### src/rtl/hazard_pkg.sv
// hazard_pkg: shared state encoding and widths for the pipeline hazard controller.
package hazard_pkg;
    typedef enum logic {HZ_RUN, HZ_MC_BUSY} hz_state_t;
    localparam int PERF_W = 32;
endpackage

### src/rtl/load_use_detect.sv
// load_use_detect: flags a Decode source that depends on a load still in Execute.
module load_use_detect #(
    parameter int REG_W = 5
) (
    input  logic [REG_W-1:0] rs1_d,
    input  logic [REG_W-1:0] rs2_d,
    input  logic             rs1_used_d,
    input  logic             rs2_used_d,
    input  logic [REG_W-1:0] rd_e,
    input  logic             load_e,
    input  logic             regwrite_e,
    output logic             lu_hazard
);
    assign lu_hazard = load_e && regwrite_e && (rd_e != '0) &&
                       ((rs1_used_d && rs1_d == rd_e) || (rs2_used_d && rs2_d == rd_e));
endmodule

### src/rtl/pipe_hazard_ctrl.sv
// pipe_hazard_ctrl: per-stage stall/flush for load-use, redirect, multi-cycle ops and memory wait.
// Optional perf counters enabled with HAZARD_PERF_EN.
module pipe_hazard_ctrl
    import hazard_pkg::*;
#(
    parameter int REG_W      = 5,
    parameter int MC_TIMEOUT = 64
) (
    input  logic             clk,
    input  logic             reset,
    input  logic [REG_W-1:0] rs1_d,
    input  logic [REG_W-1:0] rs2_d,
    input  logic             rs1_used_d,
    input  logic             rs2_used_d,
    input  logic [REG_W-1:0] rd_e,
    input  logic             load_e,
    input  logic             regwrite_e,
    input  logic             branch_taken_e,
    input  logic             mc_start_e,
    input  logic             mc_done,
    input  logic             mem_busy,
    output logic             stall_f,
    output logic             stall_d,
    output logic             stall_e,
    output logic             stall_m,
    output logic             flush_d,
    output logic             flush_e,
    output logic             flush_m,
    output logic             mc_timeout,
    output logic [31:0]      perf_stall_cnt,
    output logic [31:0]      perf_flush_cnt
);
    localparam int CNT_W = $clog2(MC_TIMEOUT + 1);

    hz_state_t        state_q, state_d;
    logic [CNT_W-1:0] mc_cnt_q, mc_cnt_d;
    logic             done_pend_q, done_pend_d;
    logic             mc_timeout_q, mc_timeout_d;
    logic             lu_hazard;
    logic             busy;

    load_use_detect #(.REG_W(REG_W)) u_lu (
        .rs1_d      (rs1_d),
        .rs2_d      (rs2_d),
        .rs1_used_d (rs1_used_d),
        .rs2_used_d (rs2_used_d),
        .rd_e       (rd_e),
        .load_e     (load_e),
        .regwrite_e (regwrite_e),
        .lu_hazard  (lu_hazard)
    );

    assign busy = state_q == HZ_MC_BUSY;

    always_comb begin
        {stall_f, stall_d, stall_e, stall_m, flush_d, flush_e, flush_m} = '0;
        state_d      = state_q;
        done_pend_d  = done_pend_q;
        mc_timeout_d = mc_timeout_q;
        // Saturate so a long memory freeze cannot wrap the timeout counter.
        mc_cnt_d     = (busy && mc_cnt_q != CNT_W'(MC_TIMEOUT)) ? mc_cnt_q + CNT_W'(1) : mc_cnt_q;
        if (mem_busy) begin
            {stall_f, stall_d, stall_e, stall_m} = '1;
            done_pend_d = done_pend_q || (busy && mc_done);
        end else if (busy) begin
            if (mc_done || done_pend_q) begin
                state_d     = HZ_RUN;
                done_pend_d = 1'b0;
            end else if (mc_cnt_q >= CNT_W'(MC_TIMEOUT - 1)) begin
                state_d      = HZ_RUN;
                mc_timeout_d = 1'b1;
                flush_e      = 1'b1;
            end else begin
                {stall_f, stall_d, stall_e, flush_m} = '1;
            end
        end else if (mc_start_e) begin
            {stall_f, stall_d, stall_e, flush_m} = '1;
            state_d  = HZ_MC_BUSY;
            mc_cnt_d = '0;
        end else if (branch_taken_e) begin
            {flush_d, flush_e} = '1;
        end else if (lu_hazard) begin
            {stall_f, stall_d, flush_e} = '1;
        end
        if (reset) begin
            {stall_f, stall_d, stall_e, stall_m, flush_d, flush_e, flush_m} = '0;
        end
    end

    always_ff @(posedge clk) begin
        if (reset) begin
            state_q      <= HZ_RUN;
            mc_cnt_q     <= '0;
            done_pend_q  <= 1'b0;
            mc_timeout_q <= 1'b0;
        end else begin
            state_q      <= state_d;
            mc_cnt_q     <= mc_cnt_d;
            done_pend_q  <= done_pend_d;
            mc_timeout_q <= mc_timeout_d;
        end
    end

    assign mc_timeout = mc_timeout_q && !reset;

`ifdef HAZARD_PERF_EN
    logic [PERF_W-1:0] perf_stall_q, perf_stall_d, perf_flush_q, perf_flush_d;

    always_comb begin
        perf_stall_d = (stall_f && !(&perf_stall_q)) ? perf_stall_q + PERF_W'(1) : perf_stall_q;
        perf_flush_d = ((flush_d || flush_e || flush_m) && !(&perf_flush_q)) ?
                       perf_flush_q + PERF_W'(1) : perf_flush_q;
    end

    always_ff @(posedge clk) begin
        if (reset) begin
            perf_stall_q <= '0;
            perf_flush_q <= '0;
        end else begin
            perf_stall_q <= perf_stall_d;
            perf_flush_q <= perf_flush_d;
        end
    end

    assign perf_stall_cnt = reset ? 32'h0 : perf_stall_q;
    assign perf_flush_cnt = reset ? 32'h0 : perf_flush_q;
`else
    assign perf_stall_cnt = 32'h0;
    assign perf_flush_cnt = 32'h0;
`endif
endmodule

### config.mk
export PLATFORM = sky130hd
export DESIGN_NAME = pipe_hazard_ctrl
export DESIGN_NICKNAME = d
export VERILOG_FILES = /design/src/rtl/hazard_pkg.sv /design/src/rtl/load_use_detect.sv /design/src/rtl/pipe_hazard_ctrl.sv
export SDC_FILE = /design/constraint.sdc
export NUM_CORES = 1
export LEC_CHECK = 0
export ABC_AREA = 1
export BUFFER_PORTS_ARGS = -buffer_cell sky130_fd_sc_hd__buf_2
export CAP_MARGIN = 30
export CORE_ASPECT_RATIO = 2
export CORE_MARGIN = 2
export CORE_UTILIZATION = 41
export CTS_CLUSTER_SIZE = 10
export DETAILED_ROUTE_END_ITERATION = 6
export GPL_TIMING_DRIVEN = 0
export PLACE_DENSITY_LB_ADDON = 0.3
export SETUP_SLACK_MARGIN = 0.1
export SLEW_MARGIN = 40
export SYNTH_ARGS = -nofsm -noshare
export SYNTH_HDL_FRONTEND = slang
export SYNTH_SLANG_ARGS = --single-unit
### constraint.sdc
create_clock -name clk -period 1.6 [get_ports clk]
set_input_delay 0.32 -clock clk [delete_from_list [all_inputs] [get_ports clk]]
set_output_delay 0.32 -clock clk [all_outputs]
set_load 0.05 [all_outputs]
==> results of run 1 <==
## layout make-up
| class | count | share of cell area (%) |
|---|---|---|
| Clock buffer | 4 | 2.70 |
| Tap cell | 31 | 1.90 |
| Multi-Input combinational cell | 171 | 40.1 |
| Timing Repair Buffer | 42 | 14.1 |
| Inverter | 31 | 6.20 |
| Buffer | 66 | 24.9 |
| Sequential cell | 10 | 10.2 |
## logic make-up after synthesis
family,Yosys count
flops,10
simple gates,91
buf+inv,97
compound gates,13
fa+ha+maj,2
xor+xnor,1
other cells,1
## metrics by stage
stage | area (sq um) | cells | total power (uW)
floorplan | 1630 | 278 | 846
CTS | 2000 | 351 | 1260
detailed placement | 1820 | 341 | 910
finish | 2040 | 355 | 1270
global route | 2040 | 355 | 1330
global placement | 1820 | 341 | 908
## cell usage in the layout (no fill, tap or decap), types with 4 or more instances in the layout
master	synthesis	routed
sky130_fd_sc_hd__buf_2	0	25
sky130_fd_sc_hd__conb_1	1	64
sky130_fd_sc_hd__a21oi_1	6	5
sky130_fd_sc_hd__inv_1	28	25
sky130_fd_sc_hd__nand3_1	7	7
sky130_fd_sc_hd__nor2_1	17	16
sky130_fd_sc_hd__dfxtp_1	10	4
sky130_fd_sc_hd__dfxtp_2	0	6
sky130_fd_sc_hd__nand2_2	3	6
sky130_fd_sc_hd__buf_8	0	4
sky130_fd_sc_hd__buf_6	1	4
sky130_fd_sc_hd__clkbuf_8	0	4
sky130_fd_sc_hd__buf_4	65	74
sky130_fd_sc_hd__nand2_1	50	46
## state kept, by name (all words and copies together), names as in the netlist
register      count
mc_cnt_q          7
busy              1
done_pend_q       1
mc_timeout_q      1
## repair_timing
| action | in CTS | in global routing |
|---|---|---|
| setup endpoints to repair | 6 | 8 |
| buffers inserted | 6 | 4 |
| gates resized for setup | 21 | 6 |
| pin swaps | 8 | 3 |
## power groups by stage
stage,sequential [uW],combinational [uW],clock (uW)
after floorplan,266,580,0
after global placement,266,642,0
after detailed placement,266,644,0
after CTS,261,671,328
after global routing,262,728,339
final,262,687,321
## layer usage
layer	vias to the layer above	global-route usage [%]	wire, um
li1	739	-	-
met1	550	13.2	877
met2	52	30.5	1590
met3	5	1.91	215
met4	0	5.79	46
met5	-	0	0
## worst max-delay path by stage
stage,from,endpoint,slack (ns),depth (start not counted)
detailed placement,mc_done,stall_f,-0.15,9
CTS,mc_cnt_q[0]$_SDFF_PP0_,stall_f,-0.23,10
floorplan,mc_cnt_q[0]$_SDFF_PP0_,stall_f,0.02,9
global route,mc_cnt_q[0]$_SDFF_PP0_,stall_f,-0.30,10
finish,mc_cnt_q[0]$_SDFF_PP0_,stall_f,-0.21,10
global placement,mc_done,stall_f,-0.14,9
## worst register-to-register path: cells and delay by family (launching register included)
kind	cells	cell delay, ns
AOI/OAI and AO/OA	1	0.03
DFF	1	0.36
adders and majority gates	1	0.19
and+or+nand+nor	5	0.37
buffers and inverters	4	0.31
==> results list, run 1 <==
- Vias in the first global route: 1,156
- Routed via count: 1,346
- Fill cells in the final layout number 307.
- Sequential area share after synthesis: 14.9%
* Sort of element at the start of the critical path: flop
- The number of hold violations in the final report came to 0.
- Summed over all instances, the cell type with the most area after synthesis is sky130_fd_sc_hd__buf_4.
- Grouping stages by cell kind, the critical path spends the most delay in simple AND/OR/NAND/NOR gates.
- Once detail routing completed, the nets flagged for antenna violations numbered 0.
* GP Congestion: 0.811
- Clock tree synthesis found a total of 10 sinks.
- Cell row count: 29
- The number of antenna diodes in the final layout is 0.
- Counting flops and latches in the post-synthesis netlist gives 10.
* Worst hold path endpoint: done_pend_q$_SDFFE_PP0P_
- Setup violations remaining at the end of the flow were counted as 5.
* Netlist area before placement: 0.00134 sq mm
* Post-layout minimum cycle time: 1.81 ns
- Adder-cell share of the synthesized area: 1.87%
* Share of cell area taken by muxes after synthesis: 0%
* Post-synthesis compound-gate area fraction: 5.60%
* WHS: 0.318 ns
- Clock-pin slew was measured on the worst setup and hold paths at 0.05 ns.
- Number of slew-limit violations in the final report: 0
- Crit share post-route: 113%
- After legalization and detailed placement, the total HPWL measured 2330 um.
- The checks that failed: negative setup slack.
* Number of DRC markers in iteration 0: 27
- For this run, the number of Yosys warnings is 0.
- Setup repair after global routing could not meet its margin everywhere.
- Across the whole layout, storage elements account for 208 sq um.
- In this run, the clock network consumes 25.3% of the power.
- Area fraction of the dominant cell type after synthesis: 36.4%
* Reg2reg start: mc_cnt_q[0]$_SDFF_PP0_
- By area, the combinational part of the netlist is dominated by buffers and inverters.
* Top cells by area in the synthesized netlist: sky130_fd_sc_hd__buf_4, sky130_fd_sc_hd__dfxtp_1, sky130_fd_sc_hd__nand2_1
- Buffers inserted during clock tree synthesis total 3.
- The die covers 0.00377 sq mm.
- The die is 84.9 um tall.
- Max-cap violations in this run came to 0.
- Reg-to-reg setup timing slack: 0.23 ns
* Final core utilization: 64.6%
* CP max-delay cell: sky130_fd_sc_hd__dfxtp_2
* WS Path Type: flop to output pin
- Switching Fraction: 46.5%
* End of the worst register-to-register path: mc_cnt_q[5]$_SDFF_PP0_
* CP Cell Sequence: ha_4 -> nand2_2 -> nor2_4 -> nor2_2 -> nand3_2 -> nand3_2 -> nand2_2 -> nand2_4 -> buf_8 -> buf_8
* Number of enable-type register cells in the synthesized netlist: 0
* Total negative slack for setup checks: -0.812 ns
- After Yosys synthesis, XOR and XNOR cells account for 0.653% of the synthesized area.
- Leakage: 0.00125 uW
- Clock skew after layout: 0.00269 ns
- STA classifies the critical path endpoint as an output pin.
* Maximum number of buffers from clock root to sink: 2
- The number of antenna violations at the first check in global routing was 0.
- Most numerous cell in the Yosys netlist: sky130_fd_sc_hd__buf_4
* Pwr Density: 623 mW/mm^2
- Overall routing resource usage: 14.9%
- Counting instances, the worst hold path has a depth of 2.
* Largest voltage drop on the vdd net: 0.000466 V
* Worst reg-to-reg path cell count: 11
- Cell internal pwr: 679 uW
* Fraction of synthesis flops using an asynchronous set or reset pin: 0%
- Summed over all nets, the switching power comes to 590 uW.
* Share of final-layout standard cells stronger than drive strength 1: 44.4%
- Crit path arrival time: 1.49 ns
- The worst hold path begins at reset.
- Portion of total power attributed to combinational logic: 54.1%
- A synthesized cell averages 6.24 sq um.
* Most instantiated cells after synthesis: sky130_fd_sc_hd__buf_4, sky130_fd_sc_hd__nand2_1, sky130_fd_sc_hd__inv_1
- For this run, design rule violations remaining after detail routing come to 0.
- First-pass GRT wire length: 4400 um
* Largest fanout on the critical path: 3
* Drt pass-1 iters: 4
- Clock latency of the later-clocked register in the worst-skew pair: 0.24 ns
* Final worst-path setup slack: -0.206 ns
* Top flip-flop cell by instance count after synthesis: sky130_fd_sc_hd__dfxtp_1
* H-tree levels: 1
* Mapped Cells: 215
- Required time of the critical path: 1.28 ns
- The root buffer cell chosen for the clock tree is sky130_fd_sc_hd__clkbuf_8.
- In this run the standard cell core region covers 0.00316 sq mm.
- Remaining Overflow, GRT: 0
- Number of buffer cells added on primary ports: 32
- The initial utilization of the core area, before any placement, comes to 42.5%.
* DR WL/cell: 7.68 um
- Die X-Extent: 44.4 um
- The synthesized netlist contains 26 unique library cells.
- Wire length after detailed routing: 2730 um
- The tightest min-delay check is of the input pin to flop type.
* Maximum frequency from static timing analysis: 554 MHz
* Num ports: 97
- The number of hold buffers added after CTS was 0.
- Place WS: -0.148 ns
- The flow ran to the end, but the final reports show violations.
* Maximum number of pins on one net before global-route repair: 7
- The net count of the finished layout is 352.
- In the final layout, the multi-input gates occupy 817 sq um.
* Simple-gate portion of the synthesized area: 30.8%
* Slowest cell delay on critical path: 0.36 ns
- Critical path buffers and inverters: 2
- Synth-to-layout area growth: 52.0%
* Vias/cell: 3.79
* CTS tree: yes
* Share of total power in sequential cells: 20.6%
(Power assumes the default switching activity.)
==> run 2, diff against run 1 <==
ABC_AREA = not set   (was 1)
CORE_UTILIZATION = 39   (was 41)
==> results list, run 2 <==
* Cell internal pwr: 692 uW (was 679 uW)
- Setup violation total in the final timing report: 6 (was 5)
* WS Path Type: flop to output pin (unchanged)
- CTS tree: yes (unchanged)
* Leakage: 0.00106 uW (was 0.00125 uW)
* Required time of the critical path: 1.28 ns (about the same)
- Top flip-flop cell by instance count after synthesis: sky130_fd_sc_hd__dfxtp_1 (unchanged)
- The register with the most flip-flops is mc_cnt_q (unchanged).
* Die footprint: 0.00350 sq mm (was 0.00377 sq mm)
- The max-slew violation total from the final report was 0 (unchanged).
- The number of buffers inserted during clock tree synthesis is 3 (unchanged).
- Commonest non-fill, non-tap cells in the layout: sky130_fd_sc_hd__buf_4, sky130_fd_sc_hd__conb_1, sky130_fd_sc_hd__buf_2 (was sky130_fd_sc_hd__buf_4, sky130_fd_sc_hd__conb_1, sky130_fd_sc_hd__nand2_1)
- The count of H-tree levels built during CTS came to 1 (unchanged).
- Run status: complete, but fails checks (unchanged).
- GP Congestion: 0.813 (was 0.811)
- The flip-flop count of the largest register after layout was 7 (unchanged).
- Sequential area share after synthesis: 17.0% (was 14.9%)
- Reg clk slew, reported paths: 0.05 ns (about the same)
- RSZ-0062 raised after global routing: true (unchanged)
* Num ports: 97 (unchanged)
* Wire length after detailed routing: 2830 um (was 2730 um)
- The number of antenna violations at the first check in global routing was 0 (unchanged).
- The portion of total power attributed to the clock network was 24.7% (was 25.3%).
* Crit path arrival time: 1.67 ns (was 1.49 ns)
* Switching Fraction: 45.6% (was 46.5%)
- Area fraction of the dominant cell type after synthesis: 42.0% (was 36.4%)
* Share of final-layout standard cells stronger than drive strength 1: 52.1% (was 44.4%)
- Portion of total power attributed to combinational logic: 54.9% (was 54.1%)
- Place WS: -0.499 ns (was -0.148 ns)
- Remaining Overflow, GRT: 0 (unchanged)
- Cell row count: 28 (was 29)
- The peak supply drop is 0.000608 V (was 0.000466 V).
* Share of total power in sequential cells: 20.5% (was 20.6%)
- The final standard cell count with taps included and fillers excluded came to 289 (was 355).
- The number of synthesized flops with an enable pin came to 0 (unchanged).
- Number of hold buffers added after CTS: 0 (unchanged)
- Final Net Count: 287 (was 352)
- DR WL/cell: 9.79 um (was 7.68 um)
- Clock latency of the later-clocked register in the worst-skew pair: 0.23 ns (was 0.24 ns)
* Cell accounting for the most synthesized area: sky130_fd_sc_hd__buf_4 (unchanged)
- Clock sink total: 10 (unchanged)
- Vias/cell: 3.93 (was 3.79)
- The least setup slack across all paths after layout was -0.393 ns (was -0.206 ns).
- Initial cell density of the core: 40.5% (was 42.5%)
- Sort of element at the start of the critical path: flop (unchanged)
* Detailed-route DRC error count: 0 (unchanged)
- Number of buffer cells added on primary ports: 31 (was 32)
- Maximum number of buffers from clock root to sink: 2 (unchanged)
* Mapped Cells: 150 (was 215)
- The number of synthesis warnings is 0 (unchanged).
- The layout overhead on the synthesized area is 63.1% (was 52.0%).
* Post-place instance area: 0.00166 sq mm (was 0.00182 sq mm)
- Distinct cells, synth: 34 (was 26)
- The post-synthesis instance area was 0.00118 sq mm (was 0.00134 sq mm).
- The number of routed nets with antenna violations was 0 (unchanged).
* Vertical die dimension: 81.7 um (was 84.9 um)
* Placed cell count: 274 (was 341)
- Worst min path class: input pin to flop (unchanged)
- The power dissipated by switching net loads was 580 uW (was 590 uW).
* Placed wire-length estimate: 2150 um (was 2330 um)
- Post-layout minimum cycle time: 1.99 ns (was 1.81 ns)
- Layout Cell Area excl Fill: 0.00192 sq mm (was 0.00204 sq mm)
- Die X-Extent: 42.9 um (was 44.4 um)
- The first-pass GRT wire length is 3960 um (was 4400 um).
- The combined area of the multi-input logic cells is 797 sq um (was 817 sq um).
* Largest fanout on the critical path: 3 (unchanged)
- Vias in the first global route: 949 (was 1,156)
- Crit share post-route: 125% (was 113%)
* Sequential cell area: 213 sq um (was 208 sq um)
* MaxCap Viol Count: 0 (unchanged)
* Maximum frequency from static timing analysis: 502 MHz (was 554 MHz)
- The number of vias after detailed routing was 1,137 (was 1,346).
- The number of synthesized register bits is 10 (unchanged).
- The worst clock skew on the final layout was 0.000807 ns (was 0.00269 ns).
- Top cells by area in the synthesized netlist: sky130_fd_sc_hd__buf_4, sky130_fd_sc_hd__dfxtp_1, sky130_fd_sc_hd__xor2_1 (was sky130_fd_sc_hd__buf_4, sky130_fd_sc_hd__dfxtp_1, sky130_fd_sc_hd__nand2_1).
- Violated checks: negative setup slack (unchanged)
- Total negative slack for setup checks: -1.68 ns (was -0.812 ns)
* Most instantiated cells after synthesis: sky130_fd_sc_hd__buf_4, sky130_fd_sc_hd__nor2_1, sky130_fd_sc_hd__dfxtp_1, sky130_fd_sc_hd__xor2_1 (was sky130_fd_sc_hd__buf_4, sky130_fd_sc_hd__nand2_1, sky130_fd_sc_hd__inv_1)
- The overall routing resource usage is 14.5% (was 14.9%).
* Most common cell after layout, fill and taps aside: sky130_fd_sc_hd__buf_4 (unchanged)
* Fraction of synthesis flops using an asynchronous set or reset pin: 0% (unchanged)
* Number of failing hold endpoints at the final stage: 0 (unchanged)
- Count of fill cells added during filler insertion: 252 (was 307)
- # diodes: 0 (unchanged)
- Maximum number of pins on one net before global-route repair: 10 (was 7)
- Most numerous cell in the Yosys netlist: sky130_fd_sc_hd__buf_4 (unchanged)
- The placeable core area came to 0.00291 sq mm (was 0.00316 sq mm).
* Pwr Density: 662 mW/mm^2 (was 623 mW/mm^2)
- Endpoint class of the critical path: output pin (unchanged)
* Drt pass-1 iters: 4 (unchanged)
- Post-synthesis average cell area: 7.86 sq um (was 6.24 sq um)
- Number of DRC markers in iteration 0: 16 (was 27)
- Buffer cell driving the clock tree root: sky130_fd_sc_hd__clkbuf_8 (unchanged)
- The post-layout utilization of the core came to 66.1% (was 64.6%).
run 2: changes by cell type in the layout (fill, tap and decap cells not counted), moves of 3 or more:
cell,delta
sky130_fd_sc_hd__nand3_1,-7
sky130_fd_sc_hd__xor2_1,+9
sky130_fd_sc_hd__xnor2_1,+5
sky130_fd_sc_hd__nor2_1,-5
sky130_fd_sc_hd__nand2_2,-6
sky130_fd_sc_hd__nand2_1,-41
sky130_fd_sc_hd__nand3_2,-3
sky130_fd_sc_hd__inv_1,-20
sky130_fd_sc_hd__a21oi_1,-3
sky130_fd_sc_hd__buf_6,+3
run 2: worst max-delay path, cell delays in order (launching register included):
cell and delay (ns):
sky130_fd_sc_hd__dfxtp_4 0.35, sky130_fd_sc_hd__ha_4 0.14, sky130_fd_sc_hd__a21oi_2 0.04, sky130_fd_sc_hd__o211ai_1 0.31
sky130_fd_sc_hd__a31oi_4 0.14, sky130_fd_sc_hd__o21bai_4 0.20, sky130_fd_sc_hd__buf_6 0.12, sky130_fd_sc_hd__buf_8 0.14
run 2: through the flow:
step / power [uW] / hold slack [ns]
after floorplan: 830 / 0.415
after global placement: 890 / 0.510
after detailed placement: 891 / 0.514
after CTS: 1250 / 0.379
after global routing: 1320 / 0.443
final: 1270 / 0.432
run 2: routing by layer:
metal | GRT usage (%) | part of all wire (%) | vias up
met5 | 0 | 0 | -
met4 | 4.06 | 1.9 | 0
met3 | 4.18 | 11 | 6
met2 | 31.5 | 57 | 72
met1 | 11.3 | 29 | 478
li1 | - | - | 581
run 2: cell families after synthesis:
family	count (synthesis)	share of synthesized area, %
AOI/OAI and AO/OA	18	11.3
xor gates and xnor gates	15	11.1
adders and majority gates	2	2.12
buffers and inverters	73	44.3
DFF	10	17.0
muxes	1	0.849
other	1	0.318
and+or+nand+nor	30	13.1
run 2: path summary, 6_finish.rpt:
| check | start | end | slack (ns) | depth (start not counted) |
|---|---|---|---|---|
| hold reg to reg | done_pend_q$_SDFFE_PP0P_ | done_pend_q$_SDFFE_PP0P_ | 0.54 | 2 |
| hold / removal | mem_busy | busy$_SDFFE_PP0N_ | 0.43 | 2 |
| setup / recovery | mc_cnt_q[0]$_SDFF_PP0_ | stall_f | -0.39 | 7 |
| setup reg to reg | mc_cnt_q[0]$_SDFF_PP0_ | mc_cnt_q[2]$_SDFF_PP0_ | 0.04 | 7 |
run 2: cell type report:
cell class              instances  share of cell area (%)
plain buffers                  67                    26.4
clock buffers                   4                    2.86
inverters                       6                    1.17
multi-input cells             130                    41.5
flip-flops and latches         10                    11.1
well taps                      30                    1.95
repair buffers                 42                    15.0
run 2: power by group through the flow:
stage | registers, uW | logic, uW | clock network [uW]
global route | 261 | 732 | 332
finish | 260 | 698 | 314
detailed placement | 268 | 624 | 0
floorplan | 267 | 564 | 0
global placement | 267 | 623 | 0
CTS | 260 | 668 | 322
run 2: what timing repair did:
action,4_1_cts,5_1_grt
endpoints found under the setup margin,6,10
pin swaps,8,2
buffers inserted,7,4
resized for setup,26,9
cloned,0,0
endpoints found under the hold margin,0,0
